==> src/rtl/board_io_ctrl.sv <==
// Board glue between FPGA pins and the sigma SoC: SoC reset sequencing from board reset and PLL lock,
// button/switch synchronise + debounce, press pulses, sticky button IRQs and a reset-time LED status.
module board_io_ctrl #(
    parameter int                NUM_BTN         = 5,
    parameter int                NUM_SW          = 16,
    parameter int                NUM_LED         = 16,
    parameter int                SYNC_STAGES     = 2,
    parameter int                DEBOUNCE_CYCLES = 250000,
    parameter int                RST_HOLD_CYCLES = 1024,
    parameter logic [NUM_BTN-1:0] BTN_IRQ_MASK   = '1
) (
    input  logic               clk_i,
    input  logic               arstn_i,
    input  logic               pll_locked_i,
    output logic               sys_arst_o,
    input  logic [NUM_BTN-1:0] btn_i,
    output logic [NUM_BTN-1:0] btn_level_o,
    output logic [NUM_BTN-1:0] btn_press_o,
    output logic               irq_o,
    input  logic [NUM_BTN-1:0] irq_ack_i,
    input  logic [NUM_SW-1:0]  sw_i,
    output logic [NUM_SW-1:0]  sw_o,
    input  logic [NUM_LED-1:0] led_i,
    output logic [NUM_LED-1:0] led_o
);

    localparam int NUM_DB = NUM_BTN + NUM_SW;
    localparam int DB_W   = $clog2(DEBOUNCE_CYCLES + 1);
    localparam int HOLD_W = $clog2(RST_HOLD_CYCLES + 1);
    localparam logic [DB_W-1:0]   DB_LAST   = DB_W'(DEBOUNCE_CYCLES - 1);
    localparam logic [HOLD_W-1:0] HOLD_LAST = HOLD_W'(RST_HOLD_CYCLES - 1);

    typedef enum logic [1:0] {WAIT_LOCK, HOLD, RUN} state_t;

    // Synchroniser chain carries {pll_locked, switches, buttons} together.
    logic [NUM_DB:0]   sync_q [SYNC_STAGES];
    logic              lock_s;
    logic [NUM_DB-1:0] db_in;

    // NOTE: every flop gets an explicit async reset value and non-blocking assignment,
    // including arrays of flops; nothing here is a RAM, so resetting the array is free.
    always_ff @(posedge clk_i or negedge arstn_i) begin
        if (!arstn_i) begin
            for (int s = 0; s < SYNC_STAGES; s++) sync_q[s] <= '0;
        end else begin
            sync_q[0] <= {pll_locked_i, sw_i, btn_i};
            for (int s = 1; s < SYNC_STAGES; s++) sync_q[s] <= sync_q[s-1];
        end
    end

    assign lock_s = sync_q[SYNC_STAGES-1][NUM_DB];
    assign db_in  = sync_q[SYNC_STAGES-1][NUM_DB-1:0];

    logic [NUM_DB-1:0] db_q;
    logic [DB_W-1:0]   db_cnt [NUM_DB];
    logic [NUM_DB-1:0] db_rise;
    logic [NUM_BTN-1:0] press_q;

    // NOTE: combinational blocks assign a default first so no path leaves a latch behind.
    always_comb begin
        db_rise = '0;
        for (int i = 0; i < NUM_DB; i++)
            db_rise[i] = db_in[i] & ~db_q[i] & (db_cnt[i] == DB_LAST);
    end

    always_ff @(posedge clk_i or negedge arstn_i) begin
        if (!arstn_i) begin
            db_q    <= '0;
            press_q <= '0;
            for (int i = 0; i < NUM_DB; i++) db_cnt[i] <= '0;
        end else begin
            press_q <= db_rise[NUM_BTN-1:0];
            for (int i = 0; i < NUM_DB; i++) begin
                if (db_in[i] == db_q[i]) begin
                    db_cnt[i] <= '0;
                end else if (db_cnt[i] == DB_LAST) begin
                    db_q[i]   <= db_in[i];
                    db_cnt[i] <= '0;
                end else begin
                    db_cnt[i] <= db_cnt[i] + DB_W'(1);
                end
            end
        end
    end

    state_t            state_q, state_d;
    logic [HOLD_W-1:0] hold_cnt_q, hold_cnt_d;
    logic              sys_arst_q;

    always_comb begin
        state_d    = state_q;
        hold_cnt_d = hold_cnt_q;
        case (state_q)
            WAIT_LOCK: begin
                hold_cnt_d = '0;
                if (lock_s) state_d = HOLD;
            end
            HOLD: begin
                hold_cnt_d = hold_cnt_q + HOLD_W'(1);
                if (!lock_s) begin
                    state_d    = WAIT_LOCK;
                    hold_cnt_d = '0;
                end else if (hold_cnt_q == HOLD_LAST) begin
                    state_d    = RUN;
                    hold_cnt_d = '0;
                end
            end
            RUN: begin
                if (!lock_s) state_d = WAIT_LOCK;
            end
            default: begin
                state_d    = WAIT_LOCK;
                hold_cnt_d = '0;
            end
        endcase
    end

    // SoC reset follows the next state so it changes on the same edge as the FSM.
    always_ff @(posedge clk_i or negedge arstn_i) begin
        if (!arstn_i) begin
            state_q    <= WAIT_LOCK;
            hold_cnt_q <= '0;
            sys_arst_q <= 1'b1;
        end else begin
            state_q    <= state_d;
            hold_cnt_q <= hold_cnt_d;
            sys_arst_q <= (state_d != RUN);
        end
    end

    logic [NUM_BTN-1:0] pending_q, pending_d;
    logic               irq_q;

    // A press landing on the same cycle as its ack keeps the IRQ pending.
    always_comb begin
        pending_d = '0;
        if (state_q == RUN)
            pending_d = (pending_q & ~irq_ack_i) | (press_q & BTN_IRQ_MASK);
    end

    always_ff @(posedge clk_i or negedge arstn_i) begin
        if (!arstn_i) begin
            pending_q <= '0;
            irq_q     <= 1'b0;
        end else begin
            pending_q <= pending_d;
            irq_q     <= |pending_q;
        end
    end

    logic [NUM_LED-1:0] led_status;

    always_comb begin
        led_status    = '0;
        led_status[0] = lock_s;
        led_status[1] = (state_q == HOLD);
    end

    assign led_o       = (state_q == RUN) ? led_i : led_status;
    assign sys_arst_o  = sys_arst_q;
    assign btn_level_o = db_q[NUM_BTN-1:0];
    assign sw_o        = db_q[NUM_DB-1:NUM_BTN];
    assign btn_press_o = press_q;
    assign irq_o       = irq_q;

endmodule
==> config.mk <==
export PLATFORM = sky130hd
export DESIGN_NAME = board_io_ctrl
export DESIGN_NICKNAME = d
export VERILOG_FILES = /design/src/rtl/board_io_ctrl.sv
export SDC_FILE = /design/constraint.sdc
export NUM_CORES = 1
export LEC_CHECK = 0
export BUFFER_PORTS_ARGS = -buffer_cell sky130_fd_sc_hd__buf_4
export CAP_MARGIN = 5
export CORE_ASPECT_RATIO = 1.4
export CORE_MARGIN = 2
export CORE_UTILIZATION = 24
export DETAILED_ROUTE_END_ITERATION = 8
export PLACE_DENSITY_LB_ADDON = 0.3
export SLEW_MARGIN = 20
export SYNTH_ARGS = -nofsm -noshare
export SYNTH_HDL_FRONTEND = slang
export SYNTH_SLANG_ARGS = --single-unit
==> constraint.sdc <==
create_clock -name clk_i -period 4.3 [get_ports clk_i]
set_input_delay 0.86 -clock clk_i [delete_from_list [all_inputs] [get_ports clk_i]]
set_output_delay 0.86 -clock clk_i [all_outputs]
set_load 0.02 [all_outputs]
==> results.sh, run 1 <==
export IMPL_run_status="completed"
export IMPL_fp_dieH_um=364
export IMPL_p_int_mw=7.37
export IMPL_switchingPower_mw=2.21
export IMPL_clock_path_buffers=3
export IMPL_place_area_um2=24300
export IMPL_wl_per_cell_um=12.9
export IMPL_rows=131
export IMPL_avgViaCountPerCell=4.44
export IMPL_start_util_pct=24.3
export IMPL_ys_seq_elements=468
export IMPL_fmax_ghz=0.359
export IMPL_postSynthAreaPerCell_um2=10.1
export IMPL_maxSlewHeadroom_pct=33.1
export IMPL_timing_final_crit_period_ns=2.79
export IMPL_clkPwrFrac_pct=49.3
export IMPL_power_leakage_nw=10.2
export IMPL_core_region_area_um2=91300
export IMPL_critPathCaptureType="output port"
export IMPL_max_cap_violations=0
export IMPL_arrival_ns=1.93
export IMPL_diodes=0
export IMPL_boundaryPins=89
export IMPL_crit_fanout=25
export IMPL_root_buffer="clkbuf_16"
export IMPL_hp_class="in2async"
export IMPL_routed_wl_um=45800
export IMPL_cts_sinks=468
export IMPL_whs_ns=0.217
export IMPL_p_seq_share_pct=47.4
export IMPL_rsz0062_at_grt="no"
export IMPL_fin_crit_sh_pct=64.8
export IMPL_firstDrtPassIters=5
export IMPL_power_density_nw_per_um2=367
export IMPL_synthToLayoutAreaGrowth_pct=17.7
export IMPL_finalPower_mw=9.58
export IMPL_grt_ovfl_total=0
export IMPL_r2r_slack_ns=1.90
export IMPL_hpwl_um=29700
export IMPL_drive_gt1_share_pct=10.6
export IMPL_yosys_warnings=0
export IMPL_pre_cts_slack_ns=1.74
export IMPL_num_vias=15800
export IMPL_drc=0
export IMPL_syn_num_nets=2276
export IMPL_grt_pass1_vias=16000
export IMPL_finClkSkew_ns=0.0267
export IMPL_grt_max_degree=105
export IMPL_cts_resized=0
export IMPL_setup_violations=0
export IMPL_swShare_pct=23.1
export IMPL_drt_iter0_drc=695
export IMPL_die_area_um2=94900
export IMPL_grt_usage_pct=9.88
export IMPL_finalWorstSetupSlack_ns=1.51
export IMPL_finalHoldViolCount=0
export IMPL_dieWidth_um=261
export IMPL_postCtsSetupBuffers=0
export IMPL_port_buffers=88
export IMPL_ys_seq_area_share_pct=52.8
export IMPL_clk_pin_slew_ns=0.06
export IMPL_cts_made_buffers=53
export IMPL_finalNetCount=2390
export IMPL_drv_slew=0
export IMPL_routabilityCongestion=0.738
export IMPL_fin_area_um2=26100
export IMPL_ys_types=53
export IMPL_cts_htree_levels=2
export IMPL_fin_tns_setup_ns=0
export IMPL_comb_power_share_pct=3.3
export IMPL_grt_pass1_wl_um=79500
export IMPL_critPathKind="reg2out"
export IMPL_synth_area_um2=22200
export IMPL_max_slew_worst_pin_slew_ns=1.00
export IMPL_drtAntennaViolNets=0
export IMPL_tritoncts="done"
export IMPL_clk_latency_ns=0.63
export IMPL_worst_setup_path_start_kind="flip-flop"
export IMPL_synth_cells=2204
export IMPL_ctsHoldBuffers=0
export IMPL_vdd_drop_max_uv=293
export IMPL_antenna_found_initial=0
export IMPL_crit_required_ns=3.44
## cells by family after synthesis
logic type | count (synthesis) | share of synthesized area (%)
xor gates and xnor gates | 320 | 12.6
DFF | 468 | 52.8
AOI/OAI and AO/OA | 115 | 4.07
adders and majority gates | 27 | 1.52
buffers and inverters | 132 | 2.45
muxes | 21 | 1.07
and+or+nand+nor | 1121 | 25.4
## path summary, 6_finish.rpt
path / startpoint / end / cells past startpoint
min in group clk_i: btn_i[1] / sync_q[23] / 1
max in group asynchronous: arstn_i / db_cnt[115] / 2
worst max-delay path: state_q[0] / led_o[7] / 3
worst max register to register: db_cnt[288] / db_cnt[300] / 5
worst min register to register: sync_q[36] / db_in[14] / 0
worst min-delay path: arstn_i / sync_q[32] / 1
## power by group through the flow
stage / sequential [mW] / clock [mW] / combinational (mW)
floorplan: 4.60 / 0 / 0.157
global placement: 4.62 / 0 / 0.333
detailed placement: 4.62 / 0 / 0.334
CTS: 4.54 / 4.97 / 0.337
global route: 4.55 / 5.12 / 0.375
finish: 4.54 / 4.72 / 0.319
## synthesized netlist by cell type, drive strengths merged
master	instances	share of area, %
dfrtp	467	53
nor2	397	6.7
xnor2	235	9.3
nand3	135	3.0
nor4	131	3.7
nand2	113	1.9
nand4	110	3.2
inv	86	1.5
xor2	85	3.4
nor3	80	1.8
a21oi	39	0.88
or4	33	1.2
o21ai	31	0.77
ha	27	1.5
clkbuf	26	0.45
or3	26	0.73
and2	21	0.59
mux2	21	1.1
buf	20	0.55
and4	15	0.59
o31ai	15	0.51
o41ai	15	1.3
nor2b	13	0.37
or2	9	0.25
nand2b	8	0.23
nor4bb	8	0.36
and3	7	0.20
nor4b	6	0.24
nand3b	5	0.17
o21bai	5	0.29
a31oi	3	0.085
or4b	3	0.14
a21o	2	0.068
a22o	1	0.039
a31o	1	0.039
a41oi	1	0.039
dfstp	1	0.12
o21a	1	0.034
o31a	1	0.039
or2b	1	0.034
## state kept, by name, summed over array words and instances, names as in the netlist
register	flops
btn_press_o	5
db_cnt	378
db_in	21
db_q	21
hold_cnt_q	11
irq_o	1
led_status	1
pending_q	5
state_q	2
sync_q	22
sys_arst_o	1
## metrics by stage
| stage | utilization [%] | cells |
|---|---|---|
| 2_1_floorplan | - | 2204 |
| 5_1_grt | 28.6 | 3555 |
| 3_3_place_gp | 26.6 | 3460 |
| 4_1_cts | 28.6 | 3555 |
| 3_5_place_dp | 26.6 | 3460 |
| 6_report | 28.6 | 3555 |
## cell usage in the layout (no fill, tap or decap), types with 31 or more instances in the layout
cell,instances
clkbuf_16,53
buf_4,101
nor4_1,131
inv_1,86
nand4_1,107
nor3_1,79
xnor2_1,235
nand2_1,113
a21oi_1,39
dfrtp_1,467
or4_1,31
nor2_1,397
xor2_1,85
nand3_1,135
## final cells by class
cell class / instances / area [um2]
fill: 9566 / 65200
sequential: 468 / 11700
multi-input combinational: 1604 / 9930
clock buffer: 76 / 1530
tap: 1197 / 1500
timing repair buffer: 105 / 833
inverter: 86 / 323
clock inverter: 19 / 283
## worst max-delay path: stages (launching register included)
cell,delay (ns)
dfrtp_1,0.43
nor2b_4,0.51
and2_1,0.22
buf_4,0.14
## layer usage
metal / vias up / track usage (%) / routed length (um)
li1: 7928 / - / -
met1: 7630 / 11.9 / 20200
met2: 172 / 17.5 / 22900
met3: 68 / 1.88 / 1620
met4: 0 / 3.28 / 1140
met5: - / 0 / 0
Note: power is estimated with default switching activity, not from simulation.
==> inputs of run 2 (changes only) <==
- clock period: 4.3 -> 2.8 ns (I/O delays scaled with it)
==> run 2 against run 1 <==
Effect of this change:
- register-to-register slack worse by 1.3 ns
- cell area is 2.5% higher
- clock-buffer cell count is 8 lower
- non-clock buffer count is 43 higher
- clock power is 71% higher
- largest power group unchanged
- highest routed layer unchanged
==> results.sh, run 2 (synthesized netlist as in run 1, its figures left out) <==
export IMPL_run_status="completed"
export IMPL_max_cap_violations=0
export IMPL_fin_tns_setup_ns=0
export IMPL_dp_cells=3490
export IMPL_grt_pass1_wl_um=81700
export IMPL_rows=131
export IMPL_crit_fanout=10
export IMPL_synthToLayoutAreaGrowth_pct=20.6
export IMPL_start_util_pct=24.3
export IMPL_whs_ns=0.0624
export IMPL_cp_num_cells=4
export IMPL_top_register="db_cnt"
export IMPL_diodes=0
export IMPL_finalHoldViolCount=0
export IMPL_setup_violations=0
export IMPL_final_common_cell="dfrtp_1"
export IMPL_avgViaCountPerCell=4.49
export IMPL_hpwl_um=31600
export IMPL_cts_resized=0
export IMPL_crit_required_ns=2.24
export IMPL_crit_path_top_delay_cell="nor2b_2"
export IMPL_maxSlewHeadroom_pct=60.9
export IMPL_vdd_drop_max_uv=385
export IMPL_grt_max_degree=53
export IMPL_cts_sinks=468
export IMPL_port_buffers=88
export IMPL_min_path_cells=1
export IMPL_final_core_util_pct=29.3
export IMPL_drv_slew=0
export IMPL_reg2reg_depth=4
export IMPL_dieWidth_um=261
export IMPL_firstDrtPassIters=6
export IMPL_tritoncts="done"
export IMPL_routabilityCongestion=0.759
export IMPL_fmax_ghz=0.390
export IMPL_crit_buf_inv=2
export IMPL_fin_cells=3607
export IMPL_cts_made_buffers=55
export IMPL_reg_top3="db_cnt: 378 flops, sync_q: 22 flops"
export IMPL_antenna_found_initial=0
export IMPL_root_buffer="clkbuf_16"
export IMPL_grt_ovfl_total=0
export IMPL_clk_latency_ns=0.61
export IMPL_grt_usage_pct=10.2
export IMPL_critPathCaptureType="output port"
export IMPL_arrival_ns=2.00
export IMPL_place_area_um2=24600
export IMPL_clock_path_buffers=3
export IMPL_boundaryPins=89
export IMPL_grt_pass1_vias=16600
export IMPL_die_area_um2=94900
export IMPL_num_vias=16200
export IMPL_core_region_area_um2=91300
export IMPL_power_leakage_nw=10.6
export IMPL_largest_reg_flops=378
export IMPL_critPathKind="reg2out"
export IMPL_path_cells="nor2b_2, buf_4, and2_1, buf_4"
export IMPL_slowest_delay_ns=0.46
export IMPL_finClkSkew_ns=0.0252
export IMPL_routed_wl_um=47100
export IMPL_fp_dieH_um=364
export IMPL_rsz0062_at_grt="no"
export IMPL_drtAntennaViolNets=0
export IMPL_drt_iter0_drc=599
export IMPL_wl_per_cell_um=13.1
export IMPL_timing_final_crit_period_ns=2.56
export IMPL_power_density_nw_per_um2=582
export IMPL_fin_area_um2=26800
export IMPL_finalNetCount=2435
export IMPL_crit_family="simple AND/OR/NAND/NOR gates"
export IMPL_max_slew_worst_pin_slew_ns=0.587
export IMPL_cts_htree_levels=2
export IMPL_drc=0
export IMPL_crit_path_frequent_cell="buf_4"
export IMPL_final_cell_mix="dfrtp_1 (467), nor2_1 (397), xnor2_1 (235)"
export IMPL_drive_gt1_share_pct=12.3
export IMPL_hp_class="in2reg"
export IMPL_clk_pin_slew_ns=0.06
export IMPL_worst_setup_path_start_kind="flip-flop"
export IMPL_fin_crit_sh_pct=91.5
==> run 2: cell count changes in the layout (fill, tap and decap cells not counted), sizes merged <==
cell         change
buf             +30
bufinv           +7
clkbuf           -8
inv              +1
clkinv           +7
dlygate4sd3     +13
clkinvlp         +2
==> run 2: path summary, 6_finish.rpt <==
| check | from | endpoint | slack [ns] |
|---|---|---|---|
| max in group asynchronous | arstn_i | db_cnt[1] | 1.44 |
| worst min register to register | sync_q[43] | led_status[0] | 0.34 |
| worst max register to register | db_cnt[211] | db_cnt[204] | 0.61 |
| worst min-delay path | sw_i[6] | sync_q[33] | 0.06 |
| min in group asynchronous | arstn_i | db_cnt[230] | 0.53 |
| worst max-delay path | state_q[1] | led_o[2] | 0.24 |
==> run 2: worst reg2reg max path, cell delays in order, from the launching register on <==
cell and delay (ns):
dfrtp_1 0.42, or4b_1 0.54, or4_4 0.53, o21ai_4 0.46
nor2_1 0.11
==> run 2: cell type report <==
class	instances	area [um2]
fillers	9543	64500
flip-flops and latches	468	11700
multi-input cells	1604	9920
clock buffers	68	1540
well taps	1197	1500
repair buffers	148	1240
clock inverters	36	522
inverters	86	323
==> run 2: report_power, final <==
part           total, mW  internal (mW)  switching (mW)
logic              0.541          0.205           0.337
registers           6.97           6.87          0.0975
clock network       8.07           5.01            3.06
total               15.6           12.1            3.49
==> run 2: timing repair <==
action | 4_1_cts | 5_1_grt
hold buffers | 13 | 0
setup buffers | 0 | 0
endpoints found under the hold margin | 50 | 0
==> run 2: routing by layer <==
layer,up-vias,part of all wire (%),track usage [%]
li1,8017,-,-
met1,7912,43,12.1
met2,203,51,18.4
met3,69,3.5,1.83
met4,0,2.6,3.57
met5,-,0,0
==> run 2: through the flow <==
stage | power, mW | setup WS (ns)
after global routing | 16.3 | 0.0476
after detailed placement | 7.65 | 0.626
after global placement | 7.64 | 0.645
after CTS | 16.0 | 0.101
after floorplan | 7.31 | 0.762
final | 15.6 | 0.238
==> inputs of run 3 (changes only) <==
==> constraint.sdc (replaced) <==
create_clock -name clk_i -period 2.8 [get_ports clk_i]
set_input_delay 0.28 -clock clk_i [delete_from_list [all_inputs] [get_ports clk_i]]
set_output_delay 0.28 -clock clk_i [all_outputs]
set_load 0.02 [all_outputs]
==> run 3 against run 2 <==
Effect of this change:
- clock skew barely moved
- global-route usage rose by 0.080 points
- clock power shrank 12%
- flip-flop and latch count did not move
- total power is 6.2% lower
- setup slack improved by 0.18 ns
- sequential power is essentially flat
- critical endpoint is now led_o[0]
==> results.sh, run 3 (synthesized netlist as in run 1, its figures left out) <==
export IMPL_start_util_pct=24.3
export IMPL_timing_final_crit_period_ns=2.38
export IMPL_clock_path_buffers=3
export IMPL_reg_top3="db_cnt: 378 flops, sync_q: 22 flops"
export IMPL_rows=131
export IMPL_critPathCaptureType="output port"
export IMPL_whs_ns=0.282
export IMPL_synthToLayoutAreaGrowth_pct=20.1
export IMPL_grt_pass1_wl_um=83200
export IMPL_crit_path_top_delay_cell="nor2b_2"
export IMPL_diodes=0
export IMPL_crit_path_frequent_cell="nand2_1"
export IMPL_routed_wl_um=46700
export IMPL_dp_cells=3493
export IMPL_hp_class="in2async"
export IMPL_final_cell_mix="dfrtp_1 (467), nor2_1 (397), xnor2_1 (235)"
export IMPL_wl_per_cell_um=12.9
export IMPL_grt_usage_pct=10.3
export IMPL_grt_max_degree=73
export IMPL_power_leakage_nw=10.5
export IMPL_fin_area_um2=26600
export IMPL_run_status="completed"
export IMPL_finClkSkew_ns=0.0253
export IMPL_clk_pin_slew_ns=0.06
export IMPL_firstDrtPassIters=5
export IMPL_cts_htree_levels=2
export IMPL_avgViaCountPerCell=4.43
export IMPL_drc=0
export IMPL_fin_crit_sh_pct=85.1
export IMPL_postCtsSetupBuffers=0
export IMPL_crit_buf_inv=1
export IMPL_vdd_drop_max_uv=429
export IMPL_critPathKind="reg2out"
export IMPL_ctsHoldBuffers=28
export IMPL_max_slew_worst_pin_slew_ns=0.799
export IMPL_dieWidth_um=261
export IMPL_largest_reg_flops=378
export IMPL_maxSlewHeadroom_pct=46.5
export IMPL_routabilityCongestion=0.759
export IMPL_cts_made_buffers=53
export IMPL_fin_tns_setup_ns=0
export IMPL_final_core_util_pct=29.2
export IMPL_slowest_delay_ns=0.69
export IMPL_clk_latency_ns=0.62
export IMPL_worst_setup_path_start_kind="flip-flop"
export IMPL_finalWorstSetupSlack_ns=0.418
export IMPL_cts_sinks=468
export IMPL_setup_violations=0
export IMPL_finalNetCount=2451
export IMPL_finalPower_mw=14.6
export IMPL_core_region_area_um2=91300
export IMPL_hpwl_um=31600
export IMPL_fp_dieH_um=364
export IMPL_grt_pass1_vias=16600
export IMPL_fin_cells=3619
export IMPL_finalHoldViolCount=0
export IMPL_port_buffers=88
export IMPL_n_fill_cell=9525
export IMPL_power_density_nw_per_um2=548
export IMPL_rsz0062_at_grt="no"
export IMPL_tritoncts="done"
export IMPL_antenna_found_initial=0
export IMPL_drive_gt1_share_pct=11.7
export IMPL_root_buffer="clkbuf_16"
export IMPL_drv_slew=0
export IMPL_arrival_ns=2.10
export IMPL_crit_required_ns=2.52
export IMPL_path_cells="nor2b_2, nand2_1, nand2_1, buf_4"
export IMPL_boundaryPins=89
export IMPL_max_cap_violations=0
export IMPL_num_vias=16000
export IMPL_die_area_um2=94900
export IMPL_place_area_um2=24600
export IMPL_cts_resized=0
export IMPL_grt_ovfl_total=0
export IMPL_drt_iter0_drc=663
export IMPL_drtAntennaViolNets=0
export IMPL_fmax_ghz=0.420
export IMPL_top_register="db_cnt"
export IMPL_crit_family="simple AND/OR/NAND/NOR gates"
export IMPL_crit_fanout=18
export IMPL_pre_cts_slack_ns=0.613
export IMPL_final_common_cell="dfrtp_1"
==> run 3: cell count changes in the layout (fill, tap and decap cells not counted), moves of 2 or more <==
cell,previous run,this run
dlygate4sd3_1,13,28
clkbuf_1,3,13
bufinv_16,12,3
buf_4,127,130
clkbuf_16,56,53
clkbuf_8,9,12
clkinv_2,14,11
clkinvlp_4,5,2
clkinv_4,2,0
==> run 3: metal layers <==
metal / track usage (%) / up-vias / wire length [um]
li1: - / 8039 / -
met2: 18.6 / 172 / 23700
met1: 12.3 / 7743 / 20200
met4: 3.25 / 0 / 1150
met3: 1.87 / 72 / 1620
met5: 0 / - / 0
==> run 3: final cells by class <==
class | count | area, um2 | share of cell area (%)
Clock inverter | 20 | 235 | 0.883
Clock buffer | 78 | 1540 | 5.78
Inverter | 86 | 323 | 1.21
Sequential cell | 468 | 11700 | 44.0
Timing Repair Buffer | 166 | 1410 | 5.30
Tap cell | 1197 | 1500 | 5.62
Multi-Input combinational cell | 1604 | 9920 | 37.2
==> run 3: final timing paths <==
kind	start	endpoint	slack, ns	depth (start not counted)
max in group asynchronous	arstn_i	db_cnt[304]	1.71	3
max	state_q[1]	led_o[0]	0.42	4
min	arstn_i	db_cnt[193]	0.28	2
min in group clk_i	btn_i[2]	sync_q[24]	0.30	2
max reg2reg	db_cnt[288]	db_q[4]	0.64	5
min reg2reg	sync_q[38]	db_in[16]	0.35	0
==> run 3: where the power goes <==
part	switching [mW]	leakage, nW	internal [mW]
clock	2.97	0.873	4.11
combinational	0.336	3.27	0.221
sequential	0.0965	6.38	6.87
==> run 3: worst register-to-register path: stages, from the launching register on <==
cell and delay, ns:
dfrtp_1 0.38, ha_1 0.20, nand3_1 0.26, or4_1 0.63
nor3_1 0.23, mux2_2 0.35
